### config.mk
export PLATFORM = sky130hd
export DESIGN_NAME = jt6295_sched
export DESIGN_NICKNAME = d
export VERILOG_FILES = /design/src/rtl/jt6295_sched.sv
export SDC_FILE = /design/constraint.sdc
export NUM_CORES = 1
export LEC_CHECK = 0
export ABC_AREA = 0
export CORE_MARGIN = 2
export CORE_UTILIZATION = 50
export DETAILED_ROUTE_END_ITERATION = 7
export PLACE_DENSITY_LB_ADDON = 0.12
export SYNTH_ARGS = -nofsm -noshare
export SYNTH_HDL_FRONTEND = slang
export SYNTH_SLANG_ARGS = --single-unit
### constraint.sdc
create_clock -name clk -period 2.39 [get_ports clk]
set_clock_uncertainty 0.15 [all_clocks]
set_input_delay 0.239 -clock clk [delete_from_list [all_inputs] [get_ports clk]]
set_output_delay 0.239 -clock clk [all_outputs]
set_load 0.03 [all_outputs]
### src/rtl/jt6295_sched.sv
// Voice scheduler for the jt6295 CPU write port: turns play/stop requests into
// MSM6295 command bytes, picks or steals a voice, and paces the wrn strobes.
module jt6295_sched #(
  parameter int WR_LEN = 4,
  parameter int WR_GAP = 8,
  parameter int SETTLE = 16,
  parameter int STEAL  = 0
) (
  input  logic       clk,
  input  logic       rst,
  input  logic       req,
  input  logic [6:0] req_phrase,
  input  logic [3:0] req_att,
  input  logic       stop_req,
  input  logic [3:0] stop_mask,
  output logic       ack,
  output logic       drop,
  output logic [1:0] ch,
  output logic       busy,
  output logic       wrn,
  output logic [7:0] din,
  input  logic [7:0] dout
);

  localparam int MAX_LEN = (WR_LEN > WR_GAP) ? ((WR_LEN > SETTLE) ? WR_LEN : SETTLE)
                                             : ((WR_GAP > SETTLE) ? WR_GAP : SETTLE);
  localparam int CW = $clog2(MAX_LEN + 1);
  localparam logic [CW-1:0] LEN1 = CW'(WR_LEN - 1);
  localparam logic [CW-1:0] GAP1 = CW'(WR_GAP - 1);
  localparam logic [CW-1:0] SET1 = CW'(SETTLE - 1);

  typedef enum logic [2:0] {
    S_IDLE, S_PICK, S_STOP_WR, S_STOP_GAP, S_P0_WR, S_P0_GAP, S_P1_WR, S_SETTLE
  } state_t;

  state_t        state;
  logic [CW-1:0] cnt;
  logic [6:0]    phrase;
  logic [3:0]    att;
  logic          steal;
  logic [1:0]    rr;
  logic          free_ok;
  logic [1:0]    free_ch;
  logic          unused_dout;

  // Only the four channel-busy flags matter; the rest of the status byte is ignored.
  assign unused_dout = ^dout[7:4];

  function automatic logic [3:0] onehot(input logic [1:0] n);
    return 4'b0001 << n;
  endfunction

  // NOTE: every output gets a default first, so this priority search cannot infer a latch.
  always_comb begin
    free_ok = 1'b0;
    free_ch = 2'd0;
    for (int i = 3; i >= 0; i--) begin
      if (!dout[i]) begin
        free_ok = 1'b1;
        free_ch = 2'(i);
      end
    end
  end

  // NOTE: non-blocking assignments so every register updates from pre-edge values.
  always_ff @(posedge clk) begin
    if (rst) begin
      state  <= S_IDLE;
      cnt    <= '0;
      phrase <= '0;
      att    <= '0;
      steal  <= 1'b0;
      rr     <= 2'd0;
      ack    <= 1'b0;
      drop   <= 1'b0;
      ch     <= 2'd0;
      busy   <= 1'b0;
      wrn    <= 1'b1;
      din    <= 8'h00;
    end else begin
      ack  <= 1'b0;
      drop <= 1'b0;
      case (state)
        S_IDLE: begin
          if (stop_req) begin
            if (stop_mask == 4'd0) begin
              ack <= 1'b1;
            end else begin
              din   <= {1'b0, stop_mask, 3'b000};
              wrn   <= 1'b0;
              cnt   <= LEN1;
              steal <= 1'b0;
              busy  <= 1'b1;
              state <= S_STOP_WR;
            end
          end else if (req) begin
            if (req_phrase == 7'd0) begin
              ack  <= 1'b1;
              drop <= 1'b1;
            end else begin
              phrase <= req_phrase;
              att    <= req_att;
              busy   <= 1'b1;
              state  <= S_PICK;
            end
          end
        end
        S_PICK: begin
          if (free_ok) begin
            ch    <= free_ch;
            din   <= {1'b1, phrase};
            wrn   <= 1'b0;
            cnt   <= LEN1;
            state <= S_P0_WR;
          end else if (STEAL != 0) begin
            // All voices busy: silence the round-robin victim, then reuse it.
            ch    <= rr;
            din   <= {1'b0, onehot(rr), 3'b000};
            wrn   <= 1'b0;
            cnt   <= LEN1;
            rr    <= rr + 2'd1;
            steal <= 1'b1;
            state <= S_STOP_WR;
          end else begin
            ack   <= 1'b1;
            drop  <= 1'b1;
            busy  <= 1'b0;
            state <= S_IDLE;
          end
        end
        S_STOP_WR, S_P0_WR: begin
          if (cnt == '0) begin
            wrn   <= 1'b1;
            cnt   <= GAP1;
            state <= (state == S_STOP_WR) ? S_STOP_GAP : S_P0_GAP;
          end else begin
            cnt <= cnt - 1'b1;
          end
        end
        S_STOP_GAP: begin
          if (cnt != '0) begin
            cnt <= cnt - 1'b1;
          end else if (steal) begin
            din   <= {1'b1, phrase};
            wrn   <= 1'b0;
            cnt   <= LEN1;
            state <= S_P0_WR;
          end else begin
            cnt   <= SET1;
            state <= S_SETTLE;
          end
        end
        S_P0_GAP: begin
          if (cnt == '0) begin
            din   <= {onehot(ch), att};
            wrn   <= 1'b0;
            cnt   <= LEN1;
            state <= S_P1_WR;
          end else begin
            cnt <= cnt - 1'b1;
          end
        end
        S_P1_WR: begin
          if (cnt == '0) begin
            wrn   <= 1'b1;
            cnt   <= SET1;
            state <= S_SETTLE;
          end else begin
            cnt <= cnt - 1'b1;
          end
        end
        S_SETTLE: begin
          if (cnt == '0) begin
            ack   <= 1'b1;
            busy  <= 1'b0;
            steal <= 1'b0;
            state <= S_IDLE;
          end else begin
            cnt <= cnt - 1'b1;
          end
        end
        default: state <= S_IDLE;
      endcase
    end
  end

endmodule

== After elaboration in Yosys (flattened, before gate mapping) ==
Index checks and enable logic that the tools add are counted.

* Bits in registers: 34
* Input bits: 27
* Logic and storage cells: 118

* Add/sub/neg operators: 1
* Equal/unequal tests: 22
* Shifts and indexed selects: 1
* Mux-type cells: 62
* Bitwise operators: 2
* Reductions and logical operators: 19

{| class="wikitable"
|+ Operator list
! kind !! number
|-
| 8-bit two-way mux || 6
|-
| 5-bit two-way mux || 8
|-
| 5-bit one-hot mux with 7 select lines || 1
|-
| 3-bit two-way mux || 11
|-
| 8-bit one-hot mux with 4 select lines || 1
|-
| 1-bit two-way mux || 23
|-
| 2-bit != test (second input constant) || 11
|-
| 3-bit one-hot mux with 7 select lines || 1
|-
| 8-bit AND reduction || 2
|-
| 3-bit == test (second input constant) || 4
|-
| 4-bit AND reduction || 3
|-
| 2-bit two-way mux || 5
|-
| 5-bit nonzero test || 2
|-
| 3-bit != test (second input constant) || 3
|-
| 7-bit logical NOT || 1
|-
| 7-bit AND reduction || 1
|-
| 3-bit by 2-bit == test with 1-bit output (second input constant) || 2
|-
| 1-bit one-hot mux with 3 select lines || 2
|-
| 6-bit AND reduction || 1
|-
| 5-bit logical NOT || 1
|-
| 1-bit one-hot mux with 5 select lines || 1
|-
| 5-bit by 1-bit subtractor with 5-bit output (second input constant) || 1
|-
| 4-bit logical NOT || 1
|-
| 4-bit two-way mux || 1
|-
| other kinds (12) || 14
|}

== Logic depth before layout (Yosys ltp) ==
Gate-level depths: netlist of the first run.

* Word-level depth: 6
* Gate-level depth with buffers: 7

== Worst setup path after synthesis of the first run ==
Ideal clock, no wire load.

* Kind: reg-to-reg
* From: register cnt[0]
* To: register din[4]
* Arrival: 1.701 ns
* Required time: 2.119 ns
* Path slack: 0.418 ns
* Stages on the path, launching flop included: 8
* Buffers on the path: 1
* Clock period less this slack: 1.972 ns
* Cell sequence: dfxtp_1 > inv_1 > ha_1 > nor4b_4 > and3_1 > buf_2 > o21ai_4 > mux2_4

* Longest elaborated chain between the ends: 3

{| class="wikitable"
|+ RTL lines
! item !! line !! RTL
|-
| start: declaration || 37 || <nowiki>logic [CW-1:0] cnt;</nowiki>
|-
| start signal: assignment || 137 || <nowiki>cnt <= cnt - 1'b1;</nowiki>
|-
| start signal: assignment || 142 || <nowiki>cnt <= cnt - 1'b1;</nowiki>
|-
| start signal: assignment || 160 || <nowiki>cnt <= cnt - 1'b1;</nowiki>
|-
| 5-bit nonzero test / 5-bit logical NOT (equally long branches) || 141, 154 ||
|-
| 2-bit != test (no source line) || n/a ||
|-
| 7-bit AND reduction (no source line) (*) || n/a ||
|-
| end signal: assignment || 118 || <nowiki>din <= {1'b0, onehot(rr), 3'b000};</nowiki>
|-
| end signal: assignment || 144 || <nowiki>din <= {1'b1, phrase};</nowiki>
|-
| end signal: assignment || 155 || <nowiki>din <= {onehot(ch), att};</nowiki>
|-
| end: declaration || 21 || <nowiki>output logic [7:0] din,</nowiki>
|}

Every way passes the cells marked *; elsewhere a longest branch is shown, timed or not.
A chain may end at the register's enable or synchronous reset.

== Worst setup path in the final report of the first run ==
* From: register cnt[1]
* To: register state[0]

* Longest elaborated chain between the ends: 3

{| class="wikitable"
|+ RTL lines
! item !! line !! RTL
|-
| 5-bit logical NOT / 5-bit nonzero test (equally long branches) || n/a ||
|-
| 2-bit != test (no source line) || n/a ||
|-
| 8-bit AND reduction (no source line) (*) || n/a ||
|-
| end signal: assignment || 135 || <nowiki>state <= (state == S_STOP_WR) ? S_STOP_GAP : S_P0_GAP;</nowiki>
|-
| end: declaration || 36 || <nowiki>state_t state;</nowiki>
|}

Marks and branches as above.

==> results by group, run 1 <==
Timing
  • Worst slew pin tran: 0.5875 ns
  • Fin crit share: 0.8774
  • Setup Viol. Count Final: 0
  • Final worst path period need: 2.097 ns
  • Maximum achievable frequency: between 400 and 500 MHz
  • Slew Viols, Final: 0
  • RSZ-0062 raised after global routing: no
  • Total Neg Setup Slack: 0 ns
  • Hold_ws: about 0.33 ns
  • Worst Slack Setup Final: around 0.3 ns
  • Hold Vio Cnt, Final: 0
  • Max_slew headroom: 0.6078

Yosys
  • Post-synth EDFFs: 0
  • Mean Syn Cell Area: between 8 and 9 um2
  • Syn Nets: 242
  • Top post-synthesis cells by area: dfxtp_1 (36%), mux2i_1 (8.8%), nor2_1 (3.9%)
  • Yosys top cell area share: 0.3636
  • Sequential fraction of the synthesis area: 0.3636
  • Mapped Cells: 214
  • Synth Warn #: 0
  • Yosys cell types: 48
  • Ys async rst share: 0
  • Synth area leader: dfxtp_1
  • Post-synthesis register bit count: 33
  • Post-Synthesis Cell Area: 1817 um2
  • Most used flip-flop cell after synthesis: dfxtp_1

Die
  • I/O pin count: 41
  • Die height: 64.28 um
  • Core area: 3416 um2
  • Die ar.: 4132 um2
  • Starting Density: 0.5319
  • Die Width: 64.28 um
  • Rows: 21

GRT
  • Grt ovf: 0
  • Largest net degree at the start of global routing: 39
  • Initial antenna violation count: 0
  • Vias in the first global route: between 1,500 and 2,000
  • First-pass GRT wire length: 7.534 mm
  • GRT Total Usage: 0.2311

Clocking
  • Setup Buffers After CTS: 0
  • CTS root buffer: clkbuf_4
  • CTS Buffer Depth: 2
  • Clk slew on worst S/H paths: ~0.10 ns
  • PostCTS Resize Cnt: 0
  • Worst-Skew Late Latency: 0.33 ns
  • CTS hold repair buffers: 0
  • # H-tree levels: 2
  • Total CTS buffers: 5
  • TritonCTS clock tree: built
  • CTS Sinks: 33

Setup path
  • Setup crit end kind: flop
  • Worst path required time: about 2.5 ns
  • CP max stage delay: 0.59 ns
  • Critical path's slowest cell: or4b_1
  • Worst EP arrival: between 2 and 2.5 ns
  • CP max FO: 6
  • WS Path Type: flop to flop
  • CP Launch Type: flop
  • Cell-by-cell trace of the critical path: inv_1 -> ha_1 -> or4b_1 -> or3_1 -> o2bb2ai_1 -> a21oi_1

Final layout
  • Area growth syn-to-layout: 26.51%
  • Most frequent cells in the layout: clkdlybuf4s50_1 (36), dfxtp_1 (33), nor2_1 (19)
  • Layout cells sized above 1: 0.09524
  • Filler Cells Inserted: 283
  • Layout Cells excl Fill: 298
  • # diodes: 0
  • Layout Nets: 279
  • Most common cell after layout, fill and taps aside: clkdlybuf4s50_1

Power
  • Pwr dens: ~1100 nW/um2
  • Maximum vdd drop: 0.6070 mV
  • Pleak: about 0.87 nW

Drt
  • Vias: roughly 1,700
  • Routed Antenna Nets: 0
  • Initial DRC count: 146
  • WL per Instance: 14.83 um
  • Drt pass-1 iters: 4
  • Vias/cell: 5.839
  • WL final: ~4.4 mm
  • DRC violations left: 0

Place
  • Post-DP HPWL: 3.225 mm
  • PortBufs: 36
  • Post-Place Cells: 290
  • Post-Place Setup Slack: 0.007909 ns
  • Gpl congestion: 0.8540

Outcome
  • Status: complete, no violations

Min path
  • Worst min path class: flop to flop

Flow run
  • Max Cap Viol: 0
[cells in the mapped netlist, types with 2 or more instances]
cell,n
a21oi_1,14
mux2_4,2
and2_1,4
o31ai_1,2
clkbuf_1,14
nor3_1,4
nand4b_1,2
dfxtp_1,33
a221oi_1,5
or3_1,3
nor2b_1,10
o21ai_0,12
o22ai_1,2
nand3_1,3
nor2_1,19
or3b_2,2
nand2b_1,10
a211o_1,2
mux2i_1,16
inv_1,6
a211oi_1,4
a22o_1,3
nand2_1,14
a21o_1,2
o21bai_1,2
a31oi_1,2
[layout make-up]
cell class              instances  area (um2)  area share
repair buffers                 46       435.4      0.1894
well taps                      46       57.56     0.02504
clock buffers                   8       48.80     0.02123
multi-input cells             159        1074      0.4671
flip-flops and latches         33       660.6      0.2874
inverters                       6       22.52    0.009799
[layer usage]
metal,GRT usage,share of wire,vias to the layer above
met2,0.3555,0.46,62
met5,0,0,-
met1,0.3221,0.47,824
met4,0.05585,0.0041,0
li1,-,-,852
met3,0.06162,0.070,2
[registers in the layout, summed over array words and instances, names as in the netlist, 2 cells and up]
| register | flops |
|---|---|
| din | 8 |
| phrase | 7 |
| cnt | 5 |
| att | 4 |
| state | 3 |
| ch | 2 |
[per-stage QoR]
step / instance area, um2 / power, mW / util
after floorplan: 1817 / 1.886 / -
final: 2298 / 2.629 / 0.6729
after CTS: 2298 / 2.624 / 0.6729
after global routing: 2298 / 2.825 / 0.6729
after global placement: 2250 / 2.292 / 0.6586
after detailed placement: 2250 / 2.326 / 0.6586
[critical path: cells and delay by family (launching register included)]
kind / cells / cell delay (ns)
AND/OR/NAND/NOR: 2 / 0.98
flip-flops: 1 / 0.32
AO/OA/AOI/OAI: 2 / 0.26
adder cells (fa/ha/maj): 1 / 0.24
buffers and inverters: 1 / 0.08
[path summary, 6_finish.rpt]
kind                            cells past startpoint                 from  slack (ns)                     to
worst min register to register                      2  din[0]$_SDFFE_PP0P_        0.33    din[0]$_SDFFE_PP0P_
worst min-delay path                                2  din[0]$_SDFFE_PP0P_        0.33    din[0]$_SDFFE_PP0P_
worst max-delay path                                6  cnt[1]$_SDFFE_PP0P_        0.29  state[0]$_SDFFE_PP0P_
worst max register to register                      6  cnt[1]$_SDFFE_PP0P_        0.29  state[0]$_SDFFE_PP0P_
[logic make-up (layout without fill, tap and decap cells)]
family | Yosys count | count (layout) | synth area share
xor+xnor | 1 | 1 | 0.004822
buf+inv | 22 | 60 | 0.04821
compound gates | 58 | 58 | 0.2190
mux | 18 | 18 | 0.1047
fa+ha+maj | 1 | 1 | 0.006886
simple gates | 81 | 81 | 0.2528
flops | 33 | 33 | 0.3636
[where the power goes]
part	leakage [nW]	internal [mW]	switching [mW]
Sequential	0.270	0.692	0.182
Clock	0.0265	0.117	0.181
Combinational	0.569	0.689	0.768
Total	0.865	1.50	1.13
No activity file was read; power rests on OpenSTA's default activity.
==> inputs of run 2 (changes only) <==
==> constraint.sdc (replaced) <==
create_clock -name clk -period 2.27 [get_ports clk]
set_clock_uncertainty 0.15 [all_clocks]
set_input_delay 0.227 -clock clk [delete_from_list [all_inputs] [get_ports clk]]
set_output_delay 0.227 -clock clk [all_outputs]
set_load 0.03 [all_outputs]
==> results by group, run 2 (same netlist as run 1, synthesis figures left out) <==
Outcome
  • Status: complete, no violations

Final layout
  • Layout cells sized above 1: 0.1374
  • Area growth syn-to-layout: 30.79%
  • Layout Nets: a little under 300
  • Most common cell after layout, fill and taps aside: clkdlybuf4s50_1
  • Top Registers: din (8), phrase (7), cnt (5)
  • Core Util, Final: 0.6956
  • Max FFs per register: 8
  • Most frequent cells in the layout: clkdlybuf4s50_1 (36), dfxtp_1 (33), buf_4 (20)
  • Area used by multi-input combinational logic: 1074 um2
  • Layout Cells excl Fill: ~310
  • # diodes: 0
  • FF/Latch Area: between 600 and 700 um2
  • Filler Cells Inserted: 279
  • Layout Cell Area excl Fill: 2376 um2
  • Largest Register: din

Setup path
  • Critical path's slowest cell: or4b_1
  • Worst R2R End: state[0]$_SDFFE_PP0P_
  • Reg2reg path depth: 6
  • Reg2reg setup slack: 0.18 ns
  • Setup crit end kind: flop
  • CP max stage delay: 0.54 ns
  • CP max FO: 6
  • CP Launch Type: flop
  • Reg-to-reg startpoint: cnt[1]$_SDFFE_PP0P_
  • Cell-by-cell trace of the critical path: inv_1 -> ha_1 -> or4b_1 -> or3_1 -> o2bb2ai_1 -> a21oi_1
  • Worst path required time: ~2.4 ns
  • Worst EP arrival: about 2.2 ns
  • WS Path Type: flop to flop

Place
  • Post-Place Cells: 300
  • Gpl congestion: between 0.9 and 1
  • PortBufs: 36
  • Post-DP HPWL: 3.457 mm
  • Post-DP Area: 2325 um2

Min path
  • Worst Hold End: busy$_SDFFE_PP0P_
  • Min-Delay Startpoint: busy$_SDFFE_PP0P_
  • Worst min path class: flop to flop
  • Hold depth: 2

Drt
  • Initial DRC count: 125
  • WL per Instance: around 15 um
  • Vias: between 1,500 and 2,000
  • Drt pass-1 iters: 4
  • WL final: 4.571 mm
  • DRC violations left: 0
  • Vias/cell: 5.860
  • Routed Antenna Nets: 0

Die
  • Rows: 21
  • Starting Density: 0.5319
  • Die height: 64.28 um
  • Die ar.: slightly above 4000 um2
  • I/O pin count: 41
  • Core area: 3416 um2
  • Die Width: ~64 um

Timing
  • Setup Viol. Count Final: 0
  • Total Neg Setup Slack: 0 ns
  • Final worst path period need: 2.087 ns
  • Hold Vio Cnt, Final: 0
  • Worst slew pin tran: 0.6386 ns
  • RSZ-0062 raised after global routing: no
  • Slew Viols, Final: 0
  • Max_slew headroom: 0.5729
  • Maximum achievable frequency: between 400 and 500 MHz
  • Fin crit share: 0.9193
  • Hold_ws: roughly 0.33 ns

Power
  • Pleak: ~0.9 nW
  • Maximum vdd drop: 0.6807 mV
  • Pwr dens: approximately 1200 nW/um2

GRT
  • Initial antenna violation count: 0
  • First-pass GRT wire length: between 7 and 8 mm
  • Grt ovf: 0
  • Vias in the first global route: 1,656
  • Largest net degree at the start of global routing: 18
  • GRT Total Usage: 0.2330

Clocking
  • Total CTS buffers: 5
  • CTS Sinks: 33
  • Setup Buffers After CTS: 0
  • TritonCTS clock tree: built
  • # H-tree levels: 2
  • Worst-Skew Late Latency: 0.34 ns
  • Clk slew on worst S/H paths: 0.11 ns
  • CTS hold repair buffers: 0
  • CTS root buffer: clkbuf_4
  • CTS Buffer Depth: 2
  • PostCTS Resize Cnt: 0

Flow run
  • Max Cap Viol: 0
## run 2: power by group
part | internal, mW | switching, mW
registers | 0.729 | 0.159
clock network | 0.118 | 0.201
logic | 0.784 | 0.874
## run 2: cell type report
class                   count  share of cell area
multi-input cells         159              0.4518
well taps                  46             0.02422
flip-flops and latches     33              0.2780
inverters                   6            0.009479
clock inverters             2            0.004213
repair buffers             56              0.2148
clock buffers               6             0.01738
## run 2: worst max-delay path by stage
stage	to	cells after the start	slack (ns)	from
detailed placement	din[4]$_SDFFE_PP0P_	5	-0.01	stop_mask[1]
CTS	state[0]$_SDFFE_PP0P_	6	0.22	cnt[1]$_SDFFE_PP0P_
finish	state[0]$_SDFFE_PP0P_	6	0.18	cnt[1]$_SDFFE_PP0P_
global route	state[0]$_SDFFE_PP0P_	6	0.13	cnt[1]$_SDFFE_PP0P_
global placement	din[4]$_SDFFE_PP0P_	5	-0.004	stop_mask[1]
floorplan	din[4]$_SDFFE_PP0P_	7	0.30	cnt[0]$_SDFFE_PP0P_
## run 2: per-layer routing
metal / GRT usage / wire length (um)
met5: 0 / 0
met1: 0.3155 / 2061
met3: 0.05986 / 318
met2: 0.3646 / 2133
met4: 0.06915 / 57
## run 2: worst max-delay path: cells and delay by family (launching register included)
kind                       cells  cell delay, ns
AOI/OAI and AO/OA              2            0.27
adders and majority gates      1            0.26
and+or+nand+nor                2            0.92
DFF                            1            0.33
buffers and inverters          1            0.08
## run 2: per-stage QoR
step / worst slack (ns) / total power [mW]
detailed placement: -0.01085 / 2.519
floorplan: 0.2982 / 1.986
global placement: -0.004381 / 2.475
finish: 0.1831 / 2.865
global route: 0.1283 / 3.045
CTS: 0.2220 / 2.842
==> inputs of run 3 (changes only) <==
--- a/config.mk
+++ b/config.mk
@@ -7,9 +7,12 @@
 export LEC_CHECK = 0
 export ABC_AREA = 0
 export CORE_MARGIN = 2
-export CORE_UTILIZATION = 50
+export CORE_UTILIZATION = 52
+export CTS_BUF_LIST = sky130_fd_sc_hd__clkbuf_2 sky130_fd_sc_hd__clkbuf_4 sky130_fd_sc_hd__clkbuf_8
 export DETAILED_ROUTE_END_ITERATION = 7
+export HOLD_SLACK_MARGIN = 0.02
 export PLACE_DENSITY_LB_ADDON = 0.12
+export SKIP_LAST_GASP = 1
 export SYNTH_ARGS = -nofsm -noshare
 export SYNTH_HDL_FRONTEND = slang
 export SYNTH_SLANG_ARGS = --single-unit
==> results by group, run 3 (same netlist as run 1, synthesis figures left out) <==
Place
  • Post-DP HPWL: between 3 and 4 mm
  • Post-DP Area: 2295 um2
  • PortBufs: 36
  • Gpl congestion: 0.8863
  • Post-Place Setup Slack: -0.03983 ns
  • Post-Place Cells: 296

Clocking
  • CTS Buffer Depth: 2
  • CTS root buffer: clkbuf_4
  • PostCTS Resize Cnt: 0
  • Total CTS buffers: 5
  • CTS Sinks: 33
  • Clk slew on worst S/H paths: 0.10 ns
  • # H-tree levels: 2
  • TritonCTS clock tree: built
  • Setup Buffers After CTS: 0
  • CTS hold repair buffers: 0
  • Worst-Skew Late Latency: 0.34 ns

GRT
  • Vias in the first global route: 1,621
  • GRT Total Usage: 0.2398
  • Largest net degree at the start of global routing: 26
  • Grt ovf: 0
  • First-pass GRT wire length: 7.431 mm
  • Initial antenna violation count: 0

Final layout
  • Layout Cell Area excl Fill: 2355 um2
  • Most frequent cells in the layout: clkdlybuf4s50_1 (36), dfxtp_1 (33), nor2_1 (19)
  • Max FFs per register: 8
  • Layout cells sized above 1: 0.1279
  • Most common cell after layout, fill and taps aside: clkdlybuf4s50_1
  • # diodes: 0
  • Filler Cells Inserted: between 200 and 300
  • Top Registers: din (8), phrase (7), cnt (5)
  • Core Util, Final: 0.7057
  • Layout Nets: 285
  • Layout Cells excl Fill: 304
  • Largest Register: din
  • Area growth syn-to-layout: 29.61%

Setup path
  • Cell family with most CP delay: simple AND/OR/NAND/NOR gates
  • CP max FO: 6
  • Setup crit end kind: flop
  • Crit path buffers/inverters: 1
  • CP max stage delay: 0.60 ns
  • WS Path Type: flop to flop
  • Worst path required time: 2.40 ns
  • Worst EP arrival: 2.23 ns
  • Cell-by-cell trace of the critical path: inv_1 -> ha_1 -> or4b_1 -> or3_1 -> o2bb2ai_1 -> a21oi_1
  • Critical path's slowest cell: or4b_1
  • CP Launch Type: flop

Drt
  • Vias/cell: 5.714
  • Routed Antenna Nets: 0
  • WL per Instance: roughly 15 um
  • Vias: 1,737
  • WL final: 4.477 mm
  • Initial DRC count: roughly 110
  • Drt pass-1 iters: 4
  • DRC violations left: 0

Timing
  • Hold Vio Cnt, Final: 0
  • Hold_ws: 0.3260 ns
  • RSZ-0062 raised after global routing: no
  • Worst Slack Setup Final: ~0.17 ns
  • Maximum achievable frequency: 475.3 MHz
  • Slew Viols, Final: 0
  • Max_slew headroom: 0.6852
  • Final worst path period need: 2.104 ns
  • Worst slew pin tran: 0.4715 ns
  • Fin crit share: 0.9269
  • Total Neg Setup Slack: 0 ns
  • Setup Viol. Count Final: 0

Power
  • Pleak: ~0.90 nW
  • Maximum vdd drop: between 0.7 and 0.8 mV
  • Power consumption: 2.819 mW
  • Pwr dens: 1197 nW/um2

Die
  • I/O pin count: 41
  • Die Width: between 60 and 70 um
  • Starting Density: 0.5444
  • Die ar.: 3982 um2
  • Rows: 21
  • Core area: 3337 um2
  • Die height: 63.11 um

Min path
  • Worst min path class: flop to flop

Flow run
  • Max Cap Viol: 0

Outcome
  • Status: complete, no violations
[run 3: worst min-delay path: stages (launching register included)]
cell      delay (ns)
dfxtp_1         0.32
nand2b_1        0.06
mux2i_1         0.06
[run 3: final cells by class]
| type | count | area (um2) | area share |
|---|---|---|---|
| multi-input combinational | 159 | 1074 | 0.4559 |
| sequential | 33 | 660.6 | 0.2806 |
| timing repair buffer | 52 | 480.5 | 0.2040 |
| clock buffer | 8 | 60.06 | 0.02550 |
| tap | 46 | 57.56 | 0.02444 |
| inverter | 6 | 22.52 | 0.009564 |
[run 3: routing by layer]
layer / global-route usage / vias up / wire length [um]
li1: - / 864 / -
met1: 0.3251 / 799 / 2101
met2: 0.3737 / 67 / 2051
met3: 0.06071 / 7 / 263
met4: 0.07500 / 0 / 61
met5: 0 / - / 0
[run 3: final timing paths]
| check | endpoint | startpoint | cells past startpoint | slack [ns] |
|---|---|---|---|---|
| max reg2reg | state[0]$_SDFFE_PP0P_ | cnt[1]$_SDFFE_PP0P_ | 6 | 0.17 |
| max | state[0]$_SDFFE_PP0P_ | cnt[1]$_SDFFE_PP0P_ | 6 | 0.17 |
| min reg2reg | din[1]$_SDFFE_PP0P_ | din[1]$_SDFFE_PP0P_ | 2 | 0.33 |
| min | din[1]$_SDFFE_PP0P_ | din[1]$_SDFFE_PP0P_ | 2 | 0.33 |
[run 3: where the power goes]
| group | total, mW | internal (mW) | switching [mW] | leakage (nW) |
|---|---|---|---|---|
| Clock | 0.351 | 0.159 | 0.191 | 0.0368 |
| Sequential | 0.904 | 0.729 | 0.175 | 0.270 |
| Combinational | 1.56 | 0.738 | 0.826 | 0.598 |
| Total | 2.82 | 1.63 | 1.19 | 0.904 |
==> RTL edit, RTL diff (config.mk and constraints of run 1) <==
Change the parameter `WR_LEN` from 4 to 8.
--- a/src/rtl/jt6295_sched.sv
+++ b/src/rtl/jt6295_sched.sv
@@ -1,7 +1,7 @@
 // Voice scheduler for the jt6295 CPU write port: turns play/stop requests into
 // MSM6295 command bytes, picks or steals a voice, and paces the wrn strobes.
 module jt6295_sched #(
-  parameter int WR_LEN = 4,
+  parameter int WR_LEN = 8,
   parameter int WR_GAP = 8,
   parameter int SETTLE = 16,
   parameter int STEAL  = 0
Function: changed (Yosys sat finds a counterexample within 10 cycles, from zero or initial values and one cycle with rst high).
==> RTL edit against run 1 <==
Worst hold slack worse by 5.7 ps; cell area is 0.38% lower; sequential cell count stayed put; synthesized cell count is 1.4% lower; die area is 2.7% lower; power is 8.2% lower; wire length is 1.6% lower; synthesized area is 2.9% lower; utilization is 0.79 points higher; via count is 0.11% lower; worst setup slack worse by 20 ps; critical path type unchanged.
==> RTL edit: results (changes against run 1) <==
Run status
  • Outcome: completed

Power and ir drop
  • Switching share of power: 0.414 (-0.0156)
  • VDD IR max: 0.579 mV (-4.6%)
  • Combinational share of power: 0.476 (-0.078)
  • Power Clock: 447 µW (+50%)

Yosys
  • Mapped Nets: 239 (-1.2%)
  • Synth area leaders: dfxtp_1, mux2i_1, a21oi_1
  • Top cells by count, synth: dfxtp_1, nor2_1, nand2_1
  • Post-synthesis compound-gate area fraction: 0.255 (+0.0356)
  • Post-synthesis mux area share: 0.0624 (-0.0423)
  • Post-synth cell types: 52 (+8.3%)
  • Synth Area in Adders: 0.00709 (+0.000205)
  • Ys async rst share: 0 (unchanged)
  • Post-synthesis sequential area ratio: 0.374 (+0.0108)

Global route
  • Total track usage: 0.232 (+0.000440)
  • Pin count of the biggest net entering global routing: 19 (-51%)
  • Vias in the first global route: 1,639 (+3.3%)

Cells and area
  • Clk_buf instances: 7 (-1)
  • Clock-cell share: 0.0372 (+0.0159)
  • Multi-In Gates: 154 (-3.1%)
  • Non-CTS buffers: 47 (+2.2%)
  • Fraction of cell area in non-clock buffers: 0.193 (+0.00400)
  • Fraction of area in multi-input gates: 0.439 (-0.0277)
  • Inverters: 10 (+4)
  • Layout cell share with drive strength beyond 1: 0.111 (+0.0159)

Route
  • Starting DRC count in detailed routing: 93 (-36%)
  • WL final: 4350 µm (-1.6%)
  • Pre-antenna DRT Iters: 4 (unchanged)
  • Via count: 1,738 (-0.11%)

Critical path
  • Max FO, Critical Path: 7 (+1)

Clocking
  • Clock-pin slew on the worst setup and hold paths: 120 ps (+20 ps)

Placement
  • GP Congestion: 0.851 (-0.36%)

STA
  • Rel. slew slack: 0.587 (-0.0212)
==> RTL edit: cell count changes in the layout (fill, tap and decap cells not counted), sizes merged, moves of 3 or more <==
cell | run 1 | this run
and2 | 4 | 0
inv | 6 | 10
mux2i | 16 | 11
nand2 | 14 | 17
nand2b | 10 | 6
nand3 | 3 | 9
nor2b | 10 | 2
nor3 | 4 | 8
o211ai | 0 | 5
==> RTL edit: worst paths after layout <==
check / from / end / slack, ps / depth (start not counted)
max: cnt[1] / ack / 270 / 6
min: din[0] / din[0] / 320 / 2
max reg2reg: cnt[1] / ack / 270 / 6
min reg2reg: din[0] / din[0] / 320 / 2
==> RTL edit: kinds of logic (layout without fill, tap and decap cells) <==
kind of cell / count (synthesis) / in the layout
AND/OR/NAND/NOR: 77 / 77
AO/OA/AOI/OAI: 64 / 64
flip-flops: 33 / 33
buffers and inverters: 24 / 65
multiplexers: 11 / 11
adder cells (fa/ha/maj): 1 / 1
XOR/XNOR: 1 / 1
==> RTL edit: layer usage <==
layer  global-route usage  share of wire  wire, µm
met1                0.308           0.46      2020
met2                0.361           0.46      2000
met3               0.0661          0.069       299
met4               0.0761         0.0071        31
met5                    0              0         0
==> RTL edit: worst max-delay path: stages, from the launching register on <==
cell	delay [ps]
dfxtp_1	340
inv_1	70
ha_1	230
or4b_4	550
nor3_4	300
a31oi_1	110
a221oi_2	280
==> RTL edit: through the flow <==
stage	area, µm²	std cells	power, mW	setup WS, ps
global placement	2200	290	1.93	312
global route	2290	298	2.58	113
detailed placement	2200	290	1.97	286
CTS	2290	298	2.41	270
floorplan	1760	211	1.62	437
finish	2290	298	2.41	273
